**src/rtl/fp_issue_ctrl.sv**
```systemverilog
// Issue/writeback sequencer for a combinational FPU: latches one request, waits the
// op-dependent latency, captures the result and holds it until the writeback side takes it.
module fp_issue_ctrl #(
  parameter int unsigned DATA_WIDTH = 64,
  parameter int unsigned LAT_ADDSUB = 2,
  parameter int unsigned LAT_MUL    = 3,
  parameter int unsigned LAT_DIV    = 8,
  parameter int unsigned LAT_OTHER  = 1
) (
  input  logic                  in_clk,
  input  logic                  in_rst,
  input  logic                  in_req_valid,
  output logic                  out_req_ready,
  input  logic [DATA_WIDTH-1:0] in_rs1,
  input  logic [DATA_WIDTH-1:0] in_rs2,
  input  logic [3:0]            in_FPU_Op,
  input  logic                  in_fmt,
  input  logic                  in_output_fmt,
  input  logic [4:0]            in_rd,
  output logic [DATA_WIDTH-1:0] out_fpu_rs1,
  output logic [DATA_WIDTH-1:0] out_fpu_rs2,
  output logic [3:0]            out_fpu_op,
  output logic                  out_fpu_fmt,
  output logic                  out_fpu_output_fmt,
  input  logic [DATA_WIDTH-1:0] in_fpu_data,
  output logic                  out_wb_valid,
  input  logic                  in_wb_ready,
  output logic [DATA_WIDTH-1:0] out_wb_data,
  output logic [4:0]            out_wb_rd,
  output logic                  out_wb_illegal,
  output logic                  out_busy
);

  localparam int unsigned MAX_AM  = (LAT_ADDSUB > LAT_MUL) ? LAT_ADDSUB : LAT_MUL;
  localparam int unsigned MAX_DO  = (LAT_DIV > LAT_OTHER) ? LAT_DIV : LAT_OTHER;
  localparam int unsigned MAX_LAT = (MAX_AM > MAX_DO) ? MAX_AM : MAX_DO;
  localparam int unsigned CNT_W   = (MAX_LAT > 1) ? $clog2(MAX_LAT) : 1;

  typedef enum logic [1:0] {IDLE, EXEC, DONE} state_t;

  state_t           state, state_next;
  logic [CNT_W-1:0] cnt, cnt_next;
  logic [4:0]       rd_q;
  logic             accept;
  logic             finish;

  // Counter is loaded with LAT-1 so that EXEC lasts exactly LAT edges.
  function automatic logic [CNT_W-1:0] lat_m1(input logic [3:0] op);
    case (op)
      4'b0000: lat_m1 = CNT_W'(LAT_ADDSUB - 1);
      4'b0001: lat_m1 = CNT_W'(LAT_MUL - 1);
      4'b0010: lat_m1 = CNT_W'(LAT_DIV - 1);
      default: lat_m1 = CNT_W'(LAT_OTHER - 1);
    endcase
  endfunction

  always_comb begin
    state_next    = state;
    cnt_next      = cnt;
    accept        = 1'b0;
    finish        = 1'b0;
    out_req_ready = 1'b0;
    case (state)
      IDLE: begin
        out_req_ready = 1'b1;
        accept        = in_req_valid;
      end
      EXEC: begin
        if (cnt == '0) begin
          finish     = 1'b1;
          state_next = DONE;
        end else begin
          cnt_next = cnt - CNT_W'(1);
        end
      end
      DONE: begin
        out_req_ready = in_wb_ready;
        if (in_wb_ready) begin
          if (in_req_valid) accept = 1'b1;
          else              state_next = IDLE;
        end
      end
      default: state_next = IDLE;
    endcase
    // A DONE-state accept retires the current result and starts the next op on one edge.
    if (accept) begin
      state_next = EXEC;
      cnt_next   = lat_m1(in_FPU_Op);
    end
  end

  always_ff @(posedge in_clk) begin
    if (in_rst) begin
      state              <= IDLE;
      cnt                <= '0;
      rd_q               <= '0;
      out_fpu_rs1        <= '0;
      out_fpu_rs2        <= '0;
      out_fpu_op         <= '0;
      out_fpu_fmt        <= 1'b0;
      out_fpu_output_fmt <= 1'b0;
      out_wb_data        <= '0;
      out_wb_rd          <= '0;
      out_wb_illegal     <= 1'b0;
    end else begin
      state <= state_next;
      cnt   <= cnt_next;
      if (accept) begin
        out_fpu_rs1        <= in_rs1;
        out_fpu_rs2        <= in_rs2;
        out_fpu_op         <= in_FPU_Op;
        out_fpu_fmt        <= in_fmt;
        out_fpu_output_fmt <= in_output_fmt;
        rd_q               <= in_rd;
      end
      if (finish) begin
        out_wb_data    <= in_fpu_data;
        out_wb_rd      <= rd_q;
        out_wb_illegal <= out_fpu_op[3];
      end
    end
  end

  assign out_wb_valid = (state == DONE);
  assign out_busy     = (state != IDLE);

endmodule
```
**config.mk**
```make
export PLATFORM = sky130hd
export DESIGN_NAME = fp_issue_ctrl
export DESIGN_NICKNAME = d
export VERILOG_FILES = /design/src/rtl/fp_issue_ctrl.sv
export SDC_FILE = /design/constraint.sdc
export NUM_CORES = 1
export LEC_CHECK = 0
export ABC_CLOCK_PERIOD_IN_PS = 4500
export CAP_MARGIN = 20
export CORE_AREA = 2 2 162 164
export DETAILED_ROUTE_END_ITERATION = 7
export DIE_AREA = 0 0 164 166
export PLACE_DENSITY = 0.67
export SYNTH_ARGS = -nofsm -noshare
export SYNTH_HDL_FRONTEND = slang
export SYNTH_SLANG_ARGS = --single-unit
export TNS_END_PERCENT = 10
```
**constraint.sdc**
```tcl
create_clock -name in_clk -period 4.5 [get_ports in_clk]
set_clock_uncertainty 0.15 [all_clocks]
set_input_delay 0.9 -clock in_clk [delete_from_list [all_inputs] [get_ports in_clk]]
set_output_delay 0.9 -clock in_clk [all_outputs]
set_load 0.02 [all_outputs]
```
* Yosys cells after proc, flatten, opt, wreduce, memory -nomap -nowiden
Cells that the tools add are included.
Storage, ports and cells: register bits after elaboration 214, input bits 207, logic and storage cells 50, output and inout bits 207
Operators by class: bitwise gates (word level) 1, multiplexer cells 15, equal/unequal tests 12, reductions and logical operators 9, add/subtract/negate cells 1
Operator list (number):
- 2-to-1 mux 3 bit | 3
- one-hot mux 3 bit (3 select lines) | 1
- != test 2 bit, second input constant | 4
- AND reduction 4 bit | 2
- 2-to-1 mux 2 bit | 3
- one-hot mux 2 bit (3 select lines) | 1
- 2-to-1 mux 1 bit | 5
- == test 4 x 1 -> 1 bit, second input constant | 1
- == test 4 x 2 -> 1 bit, second input constant | 1
- logical NOT 4 bit | 1
- one-hot mux 1 bit (2 select lines) | 2
- nonzero test 2 bit | 2
- logical NOT 3 bit | 1
- != test 3 x 1 -> 1 bit, second input constant | 1
- != test 3 x 2 -> 1 bit, second input constant | 1
- != test 3 bit, second input constant | 1
- subtractor 3 x 1 -> 3 bit, second input constant | 1
- == test 2 x 1 -> 1 bit, second input constant | 1
- == test 2 bit, second input constant | 1
- logical NOT 2 bit | 1
- != test 2 x 1 -> 1 bit, second input constant | 1
- AND reduction 2 bit | 1
- OR reduction 2 bit | 1
- NOT 1 bit | 1

* Depth between registers and ports, before layout
depth after elaboration 5, mapped depth 7, depth with buffers taken out 6

* Least setup slack after synthesis
Ideal clock, no wire load.
kind input port to output port, start point in in_wb_ready, end point out out_req_ready, cell stages on the path 2, buffers on the path 0, setup slack 2.106 ns, data arrival time 1.344 ns, data required time 3.450 ns, cells stage by stage nand2b_1 > nor2b_1
Between the ends: cells in the longest elaborated chain, start to end 1
Ends and longest elaborated chain:
- start: declaration | RTL line 27 | input logic in_wb_ready,
- one-hot mux 1 bit (2 select lines) | RTL line 63 | case (state)
- end: declaration | RTL line 13 | output logic out_req_ready,
No other way between the ends.

* Final worst setup path
Same ends and word-level chain as after synthesis.

==> key figures <==
Run status
  – Status: finished clean

CTS
  – CTS H-tree depth: 1
  – Postcts setup bufs: 0
  – Post-CTS sizing: 0
  – CTS tree: yes
  – CTS sink count: 214
  – Clock transition at path regs: 0.06 ns
  – Root Buffer: clkbuf_16
  – TritonCTS Buffers: 25
  – Clock insertion delay at the later pin of the skew report: 0.51 ns
  – Deepest clock path buffer count: 3
  – Hold-fix buffers at CTS: 0

Critical path
  – Family with the most delay on the worst path: buffers and inverters
  – Worst Setup SP: in_wb_ready
  – Critical Path RT: 3.45 ns
  – Most used cell, CP: clkdlybuf4s50_1
  – Buf+Inv Stages, Crit Path: 2
  – Worst Setup Path Type: input pin to output port
  – Crit end category: output port
  – Crit-path max FO: 3
  – Startpoint Class: input pin
  – CP cell instances: clkdlybuf4s50_1, nand2b_1, nor2b_1, clkdlybuf4s50_1
  – WP data arrival: 2.31 ns
  – CP max stage cell: clkdlybuf4s50_1
  – Worst r2r src: cnt[0]$_SDFFE_PP0P_
  – Slowest Stage Delay on Critical Path: 0.61 ns

Routing
  – DRT iter0 DRCs: 505
  – Vias per cell: 4.485
  – Vias: 7522
  – Drt drc: 0
  – DRT antenna net count: 0
  – Drt total wl: ~25 mm
  – WL/cell: 15.00 µm
  – First-pass DRT Iterations: 6

Synthesis
  – Area fraction of the dominant cell type after synthesis: a little under three fifths
  – Flops & latches, synth: between 200 and 250
  – Yosys warns: 0
  – Synth area leaders: dfxtp_1 58%, nand2_1 21%, a21oi_1 14%
  – Most common cell in the synthesized netlist: nand2_1
  – Post-synth EDFFs: 0
  – Post-synthesis cell count: 946
  – Largest area contributor in the synthesized netlist: dfxtp_1
  – Mapped Nets: roughly 1.2k
  – Synth top cells by count: 420 x nand2_1, 214 x dfxtp_1, 211 x a21oi_1
  – Yosys cell types: 24
  – Synth Flop Type: dfxtp_1
  – Mean Syn Cell Area: just under 8 µm²
  – Asr flop ratio synth: 0%
  – Cell Area, Synth: ~7400 µm²
  – Register area share after synthesis: 57.55%

Cells and area
  – Area grow syn2layout: 68.89%
  – Share of layout cells above drive strength 1: just under 4%
  – Post-Layout Cell Count: 1677
  – Finished Core Util: 49.08%
  – Antenna diodes: 0
  – Final instance area: 12570 µm²
  – Final #Nets: 1535

GRT
  – All-Layer GR Usage: approximately 18%
  – Largest net degree at the start of global routing: roughly 120
  – Vias in the first global route: 7165
  – First-pass GRT wire length: around 40 mm
  – GRT overflow: 0
  – Initial antenna violation count: 0

Pwr
  – Cell Pwr Density: between 300 and 400 nW/µm²
  – Leak: between 4 and 5 nW
  – Power, Total: 4.966 mW
  – Max VDD drop: 0.2656 mV

Placed design
  – Worst slack, placed: about 1.1 ns
  – Port bufs: ~410
  – Placed instance area: 11800 µm²
  – Placed cells: 1634
  – Dpl hpwl: 17.23 mm
  – GP Congestion: 0.7793

Timing
  – Final Cycle Share: 74.78%
  – Unrepaired setup endpoints after global routing: no
  – Final Max Slew Viols: 0
  – Setup_tns: 0 ns
  – Max frequency: a little under 0.3 GHz
  – Final hold viol count: 0
  – WHS: 0.2813 ns
  – Tmin final: between 3 and 4 ns
  – Least-Margin Pin Slew: 0.9495 ns
  – Slew HR: 36.70%
  – PnR worst setup slack: around 1.1 ns
  – Final setup viols: 0

Run
  – Max-cap viol count: 0

Floorplanning
  – Chip width: roughly 160 µm
  – Top Ports: about 410
  – Floorplan die height: 166 µm
  – Cell row count: 59
  – Die area: approximately 27000 µm²
  – Initial Util: 29.06%
  – Core area: 25620 µm²

Min path
  – HP Start: rd_q[3]$_SDFFE_PP0P_
  – Hold Path Class: flip-flop to flip-flop
==> state kept, by name, indices dropped and copies added (netlist names) <==
signal / cells
cnt: 3
out_fpu_fmt: 1
out_fpu_op: 4
out_fpu_output_fmt: 1
out_fpu_rs1: 64
out_fpu_rs2: 64
out_wb_data: 64
out_wb_illegal: 1
out_wb_rd: 5
rd_q: 5
state: 2
==> cell families (layout without fill, tap and decap cells) <==
group | count (synthesis) | in the layout | synth area share (%)
buf+inv | 72 | 468 | 4.504
compound gates | 216 | 216 | 14.69
flops | 214 | 214 | 57.55
xor+xnor | 2 | 2 | 0.2353
fa+ha+maj | 2 | 2 | 0.3361
simple gates | 440 | 440 | 22.69
==> layer usage <==
metal  GRT usage, %  routed length (µm)  vias to the layer above
met5              0                   0                        -
met3          6.244                2545                       50
li1               -                   -                     3787
met4          5.339                 672                        0
met2          30.29               12010                      291
met1          20.54                9924                     3394
==> power by group <==
group / internal [mW] / total, mW / switching (mW)
clock: 1.13 / 1.91 / 0.777
sequential: 2.03 / 2.09 / 0.0658
combinational: 0.467 / 0.967 / 0.500
total: 3.62 / 4.97 / 1.34
==> area by class of cell <==
type                    instances  area (µm²)
fillers                      2428       13040
flip-flops and latches        214        4284
repair buffers                422        4240
multi-input cells             660        2845
clock buffers                  37       740.7
well taps                     335       419.2
clock inverters                 6       32.53
inverters                       3       11.26
==> path summary, 6_finish.rpt <==
check	end	slack, ns	depth (start not counted)
max reg2reg	out_wb_data[24]$_SDFFE_PP0P_	2.19	7
min reg2reg	out_wb_rd[3]$_SDFFE_PP0P_	0.28	2
min	out_wb_rd[3]$_SDFFE_PP0P_	0.28	2
max	out_req_ready	1.14	4
==> worst min-delay path, stage by stage (launching register included) <==
cell and delay [ns]:
dfxtp_1 0.30, nand2_1 0.05, a21oi_1 0.05
==> layout by cell type, fill, tap and decap left out, types with 3 or more instances in the layout <==
cell type,count
buf_4,6
buf_12,3
inv_1,3
nor2b_1,5
a21oi_1,211
nand2_1,418
dfxtp_1,214
nand2b_1,4
clkbuf_16,25
clkinv_2,5
clkbuf_8,7
clkdlybuf4s50_1,412
clkbuf_1,5
(Power assumes the default switching activity.)
